## src/rtl/mips_pkg.sv

```systemverilog
// mips_pkg: shared architectural constants for the decode/issue slice.
//   REG_ADDR_W : width of a register specifier
//   NUM_REGS   : number of architectural integer registers (r0 hard-wired to 0)
//   reg_addr_t : register specifier type
package mips_pkg;

  localparam int REG_ADDR_W = 5;
  localparam int NUM_REGS   = 32;

  typedef logic [REG_ADDR_W-1:0] reg_addr_t;

endpackage

```

## src/rtl/sb_counter.sv

```systemverilog
// sb_counter: one per-register pending-writer counter for the hazard scoreboard.
// The counter saturates at both ends. An out-of-range update is flagged on err_o
// in the same cycle.
// Ports:
//   clk, rst   : clock, asynchronous active-high reset
//   inc_i      : an instruction writing this register issues this cycle
//   retire_i   : write-back of this register this cycle
//   kill_i     : a squashed in-flight writer of this register this cycle
//   pend_o     : counter is nonzero (registered state)
//   busy_o     : counter remains nonzero after this cycle's retire/kill
//   err_o      : this cycle's update underflows or overflows (combinational)
module sb_counter #(
  parameter int CNT_W = 2
) (
  input  logic clk,
  input  logic rst,
  input  logic inc_i,
  input  logic retire_i,
  input  logic kill_i,
  output logic pend_o,
  output logic busy_o,
  output logic err_o
);

  localparam logic [CNT_W:0] CNT_MAX = {1'b0, {CNT_W{1'b1}}};

  logic [CNT_W-1:0] cnt_q, cnt_d;
  logic [CNT_W:0]   add_s;
  logic [CNT_W:0]   sub_s;
  logic [CNT_W:0]   diff_s;

  // Next-count computation with clamping at 0 and at the maximum value.
  always_comb begin
    add_s  = {1'b0, cnt_q} + {{CNT_W{1'b0}}, inc_i};
    sub_s  = {{CNT_W{1'b0}}, retire_i} + {{CNT_W{1'b0}}, kill_i};
    diff_s = {(CNT_W+1){1'b0}};
    cnt_d  = cnt_q;
    err_o  = 1'b0;
    // Hazard view ignores this cycle's issue: the retiring value is written on negedge.
    busy_o = ({1'b0, cnt_q} > sub_s);
    if (add_s < sub_s) begin
      cnt_d = {CNT_W{1'b0}};
      err_o = 1'b1;
    end else begin
      diff_s = add_s - sub_s;
      if (diff_s > CNT_MAX) begin
        cnt_d = {CNT_W{1'b1}};
        err_o = 1'b1;
      end else begin
        cnt_d = diff_s[CNT_W-1:0];
      end
    end
  end

  // Counter state register.
  always_ff @(posedge clk or posedge rst) begin
    if (rst) begin
      cnt_q <= {CNT_W{1'b0}};
    end else begin
      cnt_q <= cnt_d;
    end
  end

  assign pend_o = (cnt_q != {CNT_W{1'b0}});

endmodule

```

## src/rtl/reg_scoreboard.sv

```systemverilog
// reg_scoreboard: register-hazard scoreboard in the ID stage.
// It keeps a count of in-flight writers for each register r1..r31. The decoding
// instruction stalls while any source it reads still has an outstanding writer.
// Write-back in the current cycle clears the hazard in that same cycle, because
// the register file writes on negedge.
// Optional feature: define REG_SCOREBOARD_STALL_CNT_EN to add the stall_cycles
// output, a 32-bit wrapping count of stalled posedges.
// Ports:
//   clk, rst                  : clock, asynchronous active-high reset
//   id_valid                  : decode slot holds a valid instruction
//   id_src1/2, id_use_src1/2  : source registers and their read enables
//   id_wb_en, id_dest         : instruction writes id_dest
//   wb_en, wb_dest            : write-back this cycle
//   cancel_en, cancel_dest    : squash of an issued, unretired writer
//   stall                     : combinational stall of PC/IF-ID, bubble into ID/EX
//   pending                   : bit r = register r has outstanding writers (bit 0 = 0)
//   err                       : sticky counter overflow/underflow flag
//   stall_cycles              : (optional) stalled-cycle count
module reg_scoreboard
  import mips_pkg::*;
#(
  parameter int CNT_W = 2
) (
  input  logic                  clk,
  input  logic                  rst,
  input  logic                  id_valid,
  input  logic [REG_ADDR_W-1:0] id_src1,
  input  logic [REG_ADDR_W-1:0] id_src2,
  input  logic                  id_use_src1,
  input  logic                  id_use_src2,
  input  logic                  id_wb_en,
  input  logic [REG_ADDR_W-1:0] id_dest,
  input  logic                  wb_en,
  input  logic [REG_ADDR_W-1:0] wb_dest,
  input  logic                  cancel_en,
  input  logic [REG_ADDR_W-1:0] cancel_dest,
  output logic                  stall,
  output logic [NUM_REGS-1:0]   pending,
  output logic                  err
`ifdef REG_SCOREBOARD_STALL_CNT_EN
  ,
  output logic [31:0]           stall_cycles
`endif
);

  logic [NUM_REGS-1:0] pend_s;
  logic [NUM_REGS-1:0] busy_s;
  logic [NUM_REGS-1:0] err_evt_s;
  logic                hazard1_s;
  logic                hazard2_s;
  logic                issue_s;
  logic                err_q;

  // r0 never has a writer in flight.
  assign pend_s[0]    = 1'b0;
  assign busy_s[0]    = 1'b0;
  assign err_evt_s[0] = 1'b0;

  for (genvar r = 1; r < NUM_REGS; r++) begin : g_cnt
    logic inc_s;
    logic retire_s;
    logic kill_s;

    assign inc_s    = issue_s   & (id_dest     == REG_ADDR_W'(r));
    assign retire_s = wb_en     & (wb_dest     == REG_ADDR_W'(r));
    assign kill_s   = cancel_en & (cancel_dest == REG_ADDR_W'(r));

    sb_counter #(
      .CNT_W (CNT_W)
    ) u_cnt (
      .clk      (clk),
      .rst      (rst),
      .inc_i    (inc_s),
      .retire_i (retire_s),
      .kill_i   (kill_s),
      .pend_o   (pend_s[r]),
      .busy_o   (busy_s[r]),
      .err_o    (err_evt_s[r])
    );
  end

  // Decode-stage hazard detection and issue qualification.
  always_comb begin
    hazard1_s = id_use_src1 & (id_src1 != {REG_ADDR_W{1'b0}}) & busy_s[id_src1];
    hazard2_s = id_use_src2 & (id_src2 != {REG_ADDR_W{1'b0}}) & busy_s[id_src2];
    stall     = id_valid & (hazard1_s | hazard2_s);
    // A stalled instruction's destination is not counted until it actually issues.
    issue_s   = id_valid & ~stall & id_wb_en & (id_dest != {REG_ADDR_W{1'b0}});
  end

  // Sticky error flag; only reset clears it.
  always_ff @(posedge clk or posedge rst) begin
    if (rst) begin
      err_q <= 1'b0;
    end else begin
      err_q <= err_q | (|err_evt_s);
    end
  end

  assign err     = err_q;
  assign pending = pend_s;

`ifdef REG_SCOREBOARD_STALL_CNT_EN
  logic [31:0] stall_cycles_q;

  // Count stalled cycles; wraps naturally at 2^32.
  always_ff @(posedge clk or posedge rst) begin
    if (rst) begin
      stall_cycles_q <= 32'd0;
    end else if (stall) begin
      stall_cycles_q <= stall_cycles_q + 32'd1;
    end
  end

  assign stall_cycles = stall_cycles_q;
`endif

endmodule

```

## config.mk

```make
export PLATFORM = sky130hd
export DESIGN_NAME = reg_scoreboard
export DESIGN_NICKNAME = d
export VERILOG_FILES = /design/src/rtl/mips_pkg.sv /design/src/rtl/sb_counter.sv /design/src/rtl/reg_scoreboard.sv
export SDC_FILE = /design/constraint.sdc
export NUM_CORES = 1
export LEC_CHECK = 0
export ABC_AREA = 1
export BUFFER_PORTS_ARGS = -buffer_cell sky130_fd_sc_hd__buf_2
export CORE_MARGIN = 2
export CORE_UTILIZATION = 50
export DETAILED_ROUTE_END_ITERATION = 6
export PLACE_DENSITY = 0.78
export SLEW_MARGIN = 20
export SYNTH_ARGS = -nofsm -noshare
export SYNTH_HDL_FRONTEND = slang
export SYNTH_HIERARCHICAL = 1
export SYNTH_SLANG_ARGS = --single-unit
```

## constraint.sdc

```tcl
create_clock -name clk -period 4.77 [get_ports clk]
set_input_delay 0 -clock clk [delete_from_list [all_inputs] [get_ports clk]]
set_output_delay 0 -clock clk [all_outputs]
set_load 0.02 [all_outputs]
```

# Word-level counts from Yosys, hierarchy flattened
# Cells that the tools add are included.
[classes]
n_addsub = 93
n_reduce_logical = 35
muxes = 128
bitwise = 104
n_eq_ne = 93
magnitude_cmp = 95
[op_table]
columns = ["cell", "count"]
rows = [
  ["5-bit == test (second input constant)", 48],
  ["2-bit two-way mux", 62],
  ["5-bit by 4-bit == test with 1-bit output (second input constant)", 24],
  ["1-bit AND", 101],
  ["2-bit by 1-bit adder with 3-bit output", 31],
  ["2-bit by 3-bit > comparator with 1-bit output", 31],
  ["3-bit by 2-bit > comparator with 1-bit output (second input constant)", 31],
  ["3-bit less-than comparator", 31],
  ["3-bit subtractor", 31],
  ["1-bit two-way mux", 64],
  ["1-bit by 1-bit adder with 2-bit output", 31],
  ["2-bit nonzero test", 31],
  ["5-bit by 3-bit == test with 1-bit output (second input constant)", 12],
  ["31-bit OR reduction", 1],
  ["5-bit by 2-bit == test with 1-bit output (second input constant)", 6],
  ["5-bit by 1-bit == test with 1-bit output (second input constant)", 3],
  ["5-bit nonzero test", 3],
  ["5-bit by 6-bit less-than comparator with 1-bit output (second input constant)", 2],
  ["1-bit binary-select mux with 5-bit select", 2],
  ["1-bit OR", 2],
  ["1-bit inverter", 1],
]
[word_totals]
register_bits = 63
word_cells = 580
out_inout_bits = 34

# Depth between registers and ports, before layout
# Gate-level depths: netlist of the first run.
[logic_depth]
depth_word = 21
ltp_mapped = 31
ltp_nobuf = 30

# Hierarchy
# Netlist of the first run, hierarchy kept.
[modules_own_cells]
columns = ["mod", "n_inst", "cells_each", "area_each_um2"]
rows = [
  ["sb_counter", 31, 34, 265.3],
  ["reg_scoreboard", 1, 418, 1938.1],
]

# Least setup slack after synthesis of the first run
# OpenSTA, ideal clock, no wires.
[synth_timing]
path_type = "input to register"
start = "input wb_en"
end = "register err_q (netlist: err)"
path_buffers = 2
path_slack_ns = 0.785
cell_stages = 29
required_ns = 4.639
arrival_ns = 3.853
cell_sequence = "inv_1 -> nor2_1 -> inv_1 -> clkbuf_1 -> nor2_1 -> ha_1 -> inv_1 -> ha_1 -> a21oi_1 -> a21oi_1 -> inv_1 -> nand2_1 -> nand3_1 -> a21oi_2 -> nor2_2 -> nand2_1 -> nand3_2 -> nand3_4 -> buf_6 -> nor2_2 -> ha_1 -> ha_1 -> inv_1 -> fa_1 -> nand2_1 -> nand3_1 -> nor4_1 -> nand4_1 -> or3_1"
[synth_via]
elab_chain_cells = 20
word_cells_on_any_way = 324
cone_classes = "93 x add/sub; 93 x order compare; 66 x mux; 71 x bitwise; 1 x reduce/logical"
[synth_lines]
columns = ["element", "line", "text"]
rows = [
  ["start, declared", "reg_scoreboard.sv:33", "input logic wb_en,"],
  ["1-bit AND (*)", "reg_scoreboard.sv:65", "assign retire_s = wb_en & (wb_dest == REG_ADDR_W'(r));"],
  ["via g_cnt[7].retire_s", "reg_scoreboard.sv:61", "logic retire_s;"],
  ["1-bit by 1-bit adder with 2-bit output (*)", "sb_counter.sv:35", "sub_s = {{CNT_W{1'b0}}, retire_i} + {{CNT_W{1'b0}}, kill_i};"],
  ["2-bit by 3-bit > comparator with 1-bit output (*)", "sb_counter.sv:40", "busy_o = ({1'b0, cnt_q} > sub_s);"],
  ["via busy_s[7]", "reg_scoreboard.sv:47", "logic [NUM_REGS-1:0] busy_s;"],
  ["1-bit binary-select mux with 5-bit select, on equally long branches", "reg_scoreboard.sv:84, reg_scoreboard.sv:85", ""],
  ["1-bit two-way mux, on equally long branches", "reg_scoreboard.sv:84, reg_scoreboard.sv:85", ""],
  ["1-bit AND, on equally long branches", "reg_scoreboard.sv:84, reg_scoreboard.sv:85", ""],
  ["[7 not listed]", "--", ""],
  ["via g_cnt[18].inc_s", "reg_scoreboard.sv:60", "logic inc_s;"],
  ["2-bit by 1-bit adder with 3-bit output (*)", "sb_counter.sv:34", "add_s = {1'b0, cnt_q} + {{CNT_W{1'b0}}, inc_i};"],
  ["3-bit subtractor", "sb_counter.sv:45", "diff_s = add_s - sub_s;"],
  ["3-bit by 2-bit > comparator with 1-bit output", "sb_counter.sv:46", "if (diff_s > CNT_MAX) begin"],
  ["1-bit two-way mux", "sb_counter.sv:46", ""],
  ["1-bit two-way mux (*)", "sb_counter.sv:41", "if (add_s < sub_s) begin"],
  ["via err_evt_s[18]", "reg_scoreboard.sv:48", "logic [NUM_REGS-1:0] err_evt_s;"],
  ["31-bit OR reduction (*)", "reg_scoreboard.sv:96", "err_q <= err_q | (|err_evt_s);"],
  ["1-bit OR (*)", "reg_scoreboard.sv:96", ""],
  ["end signal, assigned", "reg_scoreboard.sv:96", ""],
  ["end, declared", "reg_scoreboard.sv:52", "logic err_q;"],
]
# The timed path passes the listed nets; every way through them passes the cells marked *. The select of a mux whose other input is x is not followed.

# Worst setup path after layout of the first run
[layout_timing]
start = "input wb_dest[0]"
end = "register err_q (netlist: err)"
[layout_via]
elab_chain_cells = 21
word_cells_on_any_way = 355
cone_classes = "93 x add/sub; 93 x order compare; 31 x eq/ne; 66 x mux; 71 x bitwise; 1 x reduce/logical"
[layout_lines]
columns = ["element", "line", "text"]
rows = [
  ["start, declared", "reg_scoreboard.sv:34", "input logic [REG_ADDR_W-1:0] wb_dest,"],
  ["5-bit == test (*)", "reg_scoreboard.sv:65", ""],
  ["1-bit AND (*)", "reg_scoreboard.sv:65", ""],
  ["via g_cnt[24].retire_s", "reg_scoreboard.sv:61", ""],
  ["1-bit by 1-bit adder with 2-bit output (*)", "sb_counter.sv:35", ""],
  ["2-bit by 3-bit > comparator with 1-bit output (*)", "sb_counter.sv:40", ""],
  ["via busy_s[24]", "reg_scoreboard.sv:47", ""],
  ["1-bit binary-select mux with 5-bit select, on equally long branches", "reg_scoreboard.sv:84, reg_scoreboard.sv:85", ""],
  ["1-bit two-way mux, on equally long branches", "reg_scoreboard.sv:84, reg_scoreboard.sv:85", ""],
  ["[8 not listed]", "--", ""],
  ["via g_cnt[6].inc_s", "reg_scoreboard.sv:60", ""],
  ["2-bit by 1-bit adder with 3-bit output (*)", "sb_counter.sv:34", ""],
  ["3-bit subtractor", "sb_counter.sv:45", ""],
  ["3-bit by 2-bit > comparator with 1-bit output", "sb_counter.sv:46", ""],
  ["1-bit two-way mux", "sb_counter.sv:46", ""],
  ["1-bit two-way mux (*)", "sb_counter.sv:41", ""],
  ["via err_evt_s[6]", "reg_scoreboard.sv:48", ""],
  ["31-bit OR reduction (*)", "reg_scoreboard.sv:96", ""],
  ["1-bit OR (*)", "reg_scoreboard.sv:96", ""],
]
# Marks and branches as above.

==> results of run 1 <==
-- layer usage --
layer  up-vias  track usage  wire length (um)
li1       4908            -                 -
met1      4552        0.330             11700
met2       383        0.463             13400
met3        88       0.0447              2010
met4         2        0.127              1300
met5         -            0                11
-- stage by stage --
stage | setup TNS, ns | cell area [um2]
CTS | 0 | 12100
detailed placement | -0.364 | 11800
floorplan | 0 | 10200
finish | 0 | 12300
global route | -0.0938 | 12300
global placement | -0.266 | 11800
-- kinds of logic (layout without fill, tap and decap cells) --
kind of cell	Yosys count	count (layout)	share of synthesized area
simple gates	628	629	0.278
fa+ha+maj	248	248	0.351
buf+inv	457	670	0.177
other cells	1	2	0.000369
flops	63	63	0.155
compound gates	75	75	0.0384
-- flip-flops by register name, summed over array words and instances, names as in the netlist --
| register | count |
|---|---|
| g_cnt.u_cnt/cnt_q | 62 |
| err | 1 |
-- area by class of cell --
cell class	instances	area (um2)	share of cell area
multi-input combinational	953	6940	0.562
antenna	1	2.50	0.000203
timing repair inverter	1	7.51	0.000608
inverter	437	1640	0.133
sequential	63	1580	0.128
timing repair buffer	216	1510	0.123
clock buffer	13	260	0.0211
clock inverter	3	65.1	0.00527
tap	270	338	0.0274
-- synthesized netlist by cell type, types with 2 or more instances --
| library cell | number |
|---|---|
| clkbuf_8 | 2 |
| clkbuf_1 | 8 |
| nor3_1 | 3 |
| nor4_1 | 7 |
| buf_6 | 6 |
| or2_2 | 31 |
| o21ai_0 | 2 |
| nand3_2 | 2 |
| nand4_1 | 2 |
| nor2_4 | 2 |
| nor2_1 | 88 |
| ha_1 | 186 |
| nand3_1 | 197 |
| inv_1 | 436 |
| nor2_2 | 30 |
| nand2_1 | 264 |
| a21oi_1 | 68 |
| fa_1 | 62 |
| buf_4 | 3 |
| dfrtp_1 | 63 |
-- placed cells by master (no fill, tap or decap), drive strengths merged --
| cell type | instances |
|---|---|
| conb | 1 |
| o31ai | 1 |
| nand3 | 201 |
| bufinv | 2 |
| inv | 437 |
| nand4 | 2 |
| clkinv | 1 |
| nor4 | 7 |
| dfrtp | 63 |
| a21oi | 69 |
| clkbuf | 14 |
| buf | 214 |
| or2 | 31 |
| ha | 186 |
| dlygate4sd3 | 1 |
| diode | 1 |
| fa | 62 |
| o21ai | 3 |
| nor2 | 120 |
| nor3 | 3 |
| clkinvlp | 1 |
| or3 | 1 |
| nand2 | 264 |
| a21boi | 1 |
| o211ai | 1 |
-- what timing repair did --
item,in CTS,in global routing
hold buffers,1,0
pin swaps,0,6
buffers inserted,0,9
resized for setup,1,42
setup endpoints to repair,1,1
endpoints found under the hold margin,63,0
cloned,0,2
-- power by group through the flow --
stage	logic, mW	clock network, mW	registers [mW]
3_5_place_dp	3.56	0	1.14
2_1_floorplan	2.43	0	1.02
6_report	3.71	0.748	1.13
3_3_place_gp	3.42	0	1.12
5_1_grt	4.20	0.786	1.19
4_1_cts	3.60	0.763	1.13
-- critical path: cells and delay by family --
| kind | cells | cell delay, ns |
|---|---|---|
| AOI/OAI and AO/OA | 2 | 0.30 |
| adders and majority gates | 5 | 1.44 |
| and+or+nand+nor | 16 | 2.47 |
| buffers and inverters | 6 | 0.60 |
-- final timing paths --
| check | depth (start not counted) | slack [ns] | startpoint | to |
|---|---|---|---|---|
| hold reg to reg | 1 | 0.54 | err$_DFF_PP0_ | err$_DFF_PP0_ |
| min in group clk | 7 | 0.46 | wb_dest[1] | g_cnt[16].u_cnt/cnt_q[0]$_DFF_PP0_ |
| hold / removal | 3 | 0.41 | rst | err$_DFF_PP0_ |
| setup / recovery | 29 | 0.16 | wb_dest[0] | err$_DFF_PP0_ |
| setup reg to reg | 25 | 0.34 | g_cnt[3].u_cnt/cnt_q[1]$_DFF_PP0_ | err$_DFF_PP0_ |
| max in group asynchronous | 3 | 4.15 | rst | g_cnt[26].u_cnt/cnt_q[1]$_DFF_PP0_ |
==> run_results.csv, run 1 <==
group,metric,value,unit
synth,synth_top_area_share,0.229,
synth,synth_top_cell_by_area,"ha_1",
synth,synth_cells,1472,
global_route,overflow,0,
clock_network,clk_pin_slew,0.06,ns
cells_and_area,fin_util,0.614,
critical_path,critical-path-max-stage-delay,0.44,ns
global_route,antenna_found_initial,2,
cells_and_area,drive_above_1_share,0.200,
clock_network,cts_buffers,9,
global_route,grt_use_total,0.269,
sta,hold_violations,0,
clock_network,cts.path.max_buffers,2,
job,drv_cap,0,
critical_path,path_max_fanout,6,
power,power_frac_seq,0.202,
placement,dp_hpwl,23300,um
power,power.density,453,mW/mm2
power,swShare,0.485,
synth,yosysSeqAreaShare,0.155,
sta,relSlewSlack,0.388,
synth,synth-main-ff-cell,"dfrtp_1",
cells_and_area,final_cells,1957,
floorplanning,die_area,0.0215,mm2
synth,yosys.cell_types.count,30,
power,irDropWorstVdd,0.000264,V
synth,yosys_warnings,6,
worst_hold_path,holdCritPathClass,"input pin to asynchronous set/reset pin",
floorplanning,coreArea,0.0201,mm2
clock_network,insertion_delay,0.35,ns
cells_and_area,area_growth,21.5,%
critical_path,critPathSlowestCell,"fa_1",
sta,setup_viol,0,
power,internal-power,2.88,mW
sta,timing.hold.ws,0.410,ns
placement,pre_cts_ws,-0.364,ns
global_route,grt_max_degree,33,
sta,setup_slack,0.161,ns
placement,routabilityCongestion,1.03,
cells_and_area,fillers,1734,
sta,post-route-period-util,0.966,
drt,vias,9933,
clock_network,htree_levels,3,
global_route,grt_pass1_vias,9948,
cells_and_area,nets,1962,
drt,first_iter_violations,812,
floorplanning,die_w,147,um
critical_path,arrival,4.84,ns
power,p_sw,2.71,mW
sta,max_freq,217,MHz
critical_path,required,5.00,ns
placement,io_buffers,65,
clock_network,clock-root-buffer,"clkbuf_16",
floorplanning,start_util,0.505,
synth,synth-edff-count,0,
power,p_total,5.59,mW
floorplanning,die_h,147,um
critical_path,start_kind,"input pin",
outcome,status,"finished, final reports clean",
floorplanning,io_pins,67,
critical_path,crit_top_cell,"nand3_1",
drt,routed_wl,28400,um
drt,avgRoutedWirePerCell,14.5,um
synth,async_flop_share,1.00,
sta,maxSlewViolCount,0,
global_route,grt_pass1_wl,46200,um
floorplanning,fp-row-count,52,
sta,finClkSkew,0.00794,ns
power,clockPowerShare,0.134,
critical_path,end_kind,"flop",
sta,period_minus_slack,4.61,ns
synth,ys_seq_elements,63,
power,pwr-share-comb,0.664,
placement,place_inst,1928,
power,p_leak,7.13,nW
critical_path,crit_type,"input pin to flop",
drt,ant_nets,0,
clock_network,tritoncts,"yes",
clock_network,cts.sinks,63,
synth,ys_top_cells_by_area,"ha_1 (23%), inv_1 (16%), dfrtp_1 (16%)",
drt,first_pass_iters,5,
drt,viasPerCell,5.08,
synth,syn_nets,1753,
sta,worst_slew_pin_slew,0.915,ns
synth,postSynthAreaPerCell,6.90,um2
drt,drc,0,
synth,synth_area,0.0102,mm2
Note: power is estimated with default switching activity, not from simulation.
==> inputs of run 2 (changes only) <==
--- a/config.mk
+++ b/config.mk
@@ -11,6 +11,7 @@
 export CORE_UTILIZATION = 50
 export DETAILED_ROUTE_END_ITERATION = 6
 export PLACE_DENSITY = 0.78
+export RECOVER_POWER = 50
 export SLEW_MARGIN = 20
 export SYNTH_ARGS = -nofsm -noshare
 export SYNTH_HDL_FRONTEND = slang
==> run 2 against run 1 <==
Compared with the run above:
- the run now ends with capacitance limit, slew limit left
- routed wire length about the same
- sequential share of layout area about the same
- critical path type unchanged
- non-clock buffer count stayed put
==> run_results.csv, run 2 (same netlist as run 1, synthesis figures left out) <==
group,metric,value,unit
sta,maxSlewViolCount,33,
cells_and_area,largest_reg_flops,62,
job,drv_cap,1,
clock_network,cts.path.max_buffers,2,
global_route,antenna_found_initial,2,
worst_hold_path,holdCritPathClass,"input pin to flop",
placement,routabilityCongestion,1.03,
clock_network,tritoncts,"yes",
drt,vias,9889,
sta,hold_violations,0,
clock_network,clk_pin_slew,0.06,ns
critical_path,end_kind,"flop",
critical_path,r2r_setup_slack,0.32,ns
cells_and_area,area_growth,21.3,%
drt,routed_wl,28400,um
drt,viasPerCell,5.05,
critical_path,crit_type,"input pin to flop",
cells_and_area,nets,1962,
placement,dp_hpwl,23300,um
power,p_leak,7.08,nW
clock_network,clock-root-buffer,"clkbuf_16",
clock_network,htree_levels,3,
critical_path,start_kind,"input pin",
cells_and_area,layout_common_cells,"inv_1 (434), nand2_1 (262), nand3_1 (196)",
worst_hold_path,hp-start,"wb_dest[1]",
worst_hold_path,holdPathEnd,"g_cnt[16].u_cnt/cnt_q[0]$_DFF_PP0_",
cells_and_area,drive_above_1_share,0.190,
drt,ant_nets,0,
global_route,grt_max_degree,33,
placement,place_inst,1928,
sta,post-route-period-util,0.966,
critical_path,worst_r2r_endpoint,"err$_DFF_PP0_",
cells_and_area,top_register,"g_cnt.u_cnt/cnt_q",
drt,avgRoutedWirePerCell,14.5,um
clock_network,insertion_delay,0.35,ns
clock_network,cts_buffers,9,
sta,max_freq,217,MHz
critical_path,path_max_fanout,6,
clock_network,cts.sinks,63,
sta,period_minus_slack,4.61,ns
global_route,overflow,0,
power,power.density,452,mW/mm2
critical_path,critical_path.startpoint,"wb_dest[0]",
critical_path,crit_top_cell,"nand3_1",
power,irDropWorstVdd,0.000264,V
floorplanning,coreArea,0.0201,mm2
critical_path,critical-path-max-stage-delay,0.42,ns
sta,finClkSkew,0.00799,ns
sta,relSlewSlack,-0.388,
floorplanning,io_pins,67,
global_route,grt_pass1_wl,46200,um
critical_path,arrival,4.84,ns
drt,drc,0,
placement,pre_cts_ws,-0.364,ns
outcome,violations,"capacitance limit, slew limit",
floorplanning,die_area,0.0215,mm2
global_route,grt_use_total,0.269,
critical_path,rr_worst_depth,25,
sta,setup_slack,0.160,ns
floorplanning,fp-row-count,52,
drt,first_iter_violations,773,
critical_path,reg2reg_from,"g_cnt[3].u_cnt/cnt_q[1]$_DFF_PP0_",
floorplanning,start_util,0.505,
floorplanning,die_w,147,um
sta,setup_viol,0,
critical_path,critPathSlowestCell,"fa_2",
drt,first_pass_iters,7,
sta,timing.hold.ws,0.461,ns
worst_hold_path,holdPathStages,7,
floorplanning,die_h,147,um
global_route,grt_pass1_vias,9948,
cells_and_area,final_cells,1957,
cells_and_area,final_common_cell,"inv_1",
placement,io_buffers,65,
sta,worst_slew_pin_slew,2.08,ns
critical_path,required,5.00,ns
outcome,status,"finished with violations",
-- run 2: layout make-up --
type	count	area [um2]
flip-flops and latches	63	1580
diodes	1	2.50
repair inverters	1	7.51
clock buffers	13	260
clock inverters	3	65.1
inverters	437	1640
multi-input cells	953	6940
well taps	270	338
repair buffers	216	1490
fillers	1748	7780
-- run 2: worst max path at each step --
stage | endpoint | slack [ns] | depth (start not counted)
6_report | err$_DFF_PP0_ | 0.16 | 29
2_1_floorplan | err$_DFF_PP0_ | 0.79 | 29
5_1_grt | err$_DFF_PP0_ | -0.09 | 32
3_3_place_gp | err$_DFF_PP0_ | -0.27 | 31
4_1_cts | err$_DFF_PP0_ | 0.003 | 30
3_5_place_dp | err$_DFF_PP0_ | -0.36 | 31
-- run 2: stage by stage --
| step | total power, mW | area [um2] | util | setup TNS (ns) |
|---|---|---|---|---|
| 2_1_floorplan | 3.45 | 10200 | - | 0 |
| 3_3_place_gp | 4.54 | 11800 | 0.585 | -0.266 |
| 3_5_place_dp | 4.70 | 11800 | 0.585 | -0.364 |
| 4_1_cts | 5.50 | 12100 | 0.602 | 0 |
| 5_1_grt | 6.15 | 12300 | 0.613 | -0.0938 |
| 6_report | 5.57 | 12300 | 0.613 | 0 |
-- run 2: routing by layer --
metal | up-vias | GRT usage | share of wire
li1 | 4911 | - | -
met1 | 4528 | 0.330 | 0.42
met2 | 363 | 0.463 | 0.47
met3 | 85 | 0.0447 | 0.066
met4 | 2 | 0.127 | 0.045
met5 | - | 0 | 0.00039
-- run 2: where the power goes --
group	internal (mW)	total, mW	switching, mW
registers	0.799	1.13	0.332
clock network	0.486	0.748	0.263
logic	1.57	3.69	2.12
-- run 2: what timing repair did --
item / 4_1_cts / 5_1_grt
pin swaps: 0 / 6
gates resized for setup: 1 / 42
hold buffers: 1 / 0
endpoints found under the setup margin: 1 / 1
endpoints found under the hold margin: 63 / 0
buffers inserted: 0 / 9
cloned: 0 / 2
-- run 2: critical path, delay by kind of cell --
kind | cells | cell delay (ns)
and+or+nand+nor | 16 | 2.45
adders and majority gates | 5 | 1.45
buffers and inverters | 6 | 0.61
AOI/OAI and AO/OA | 2 | 0.30
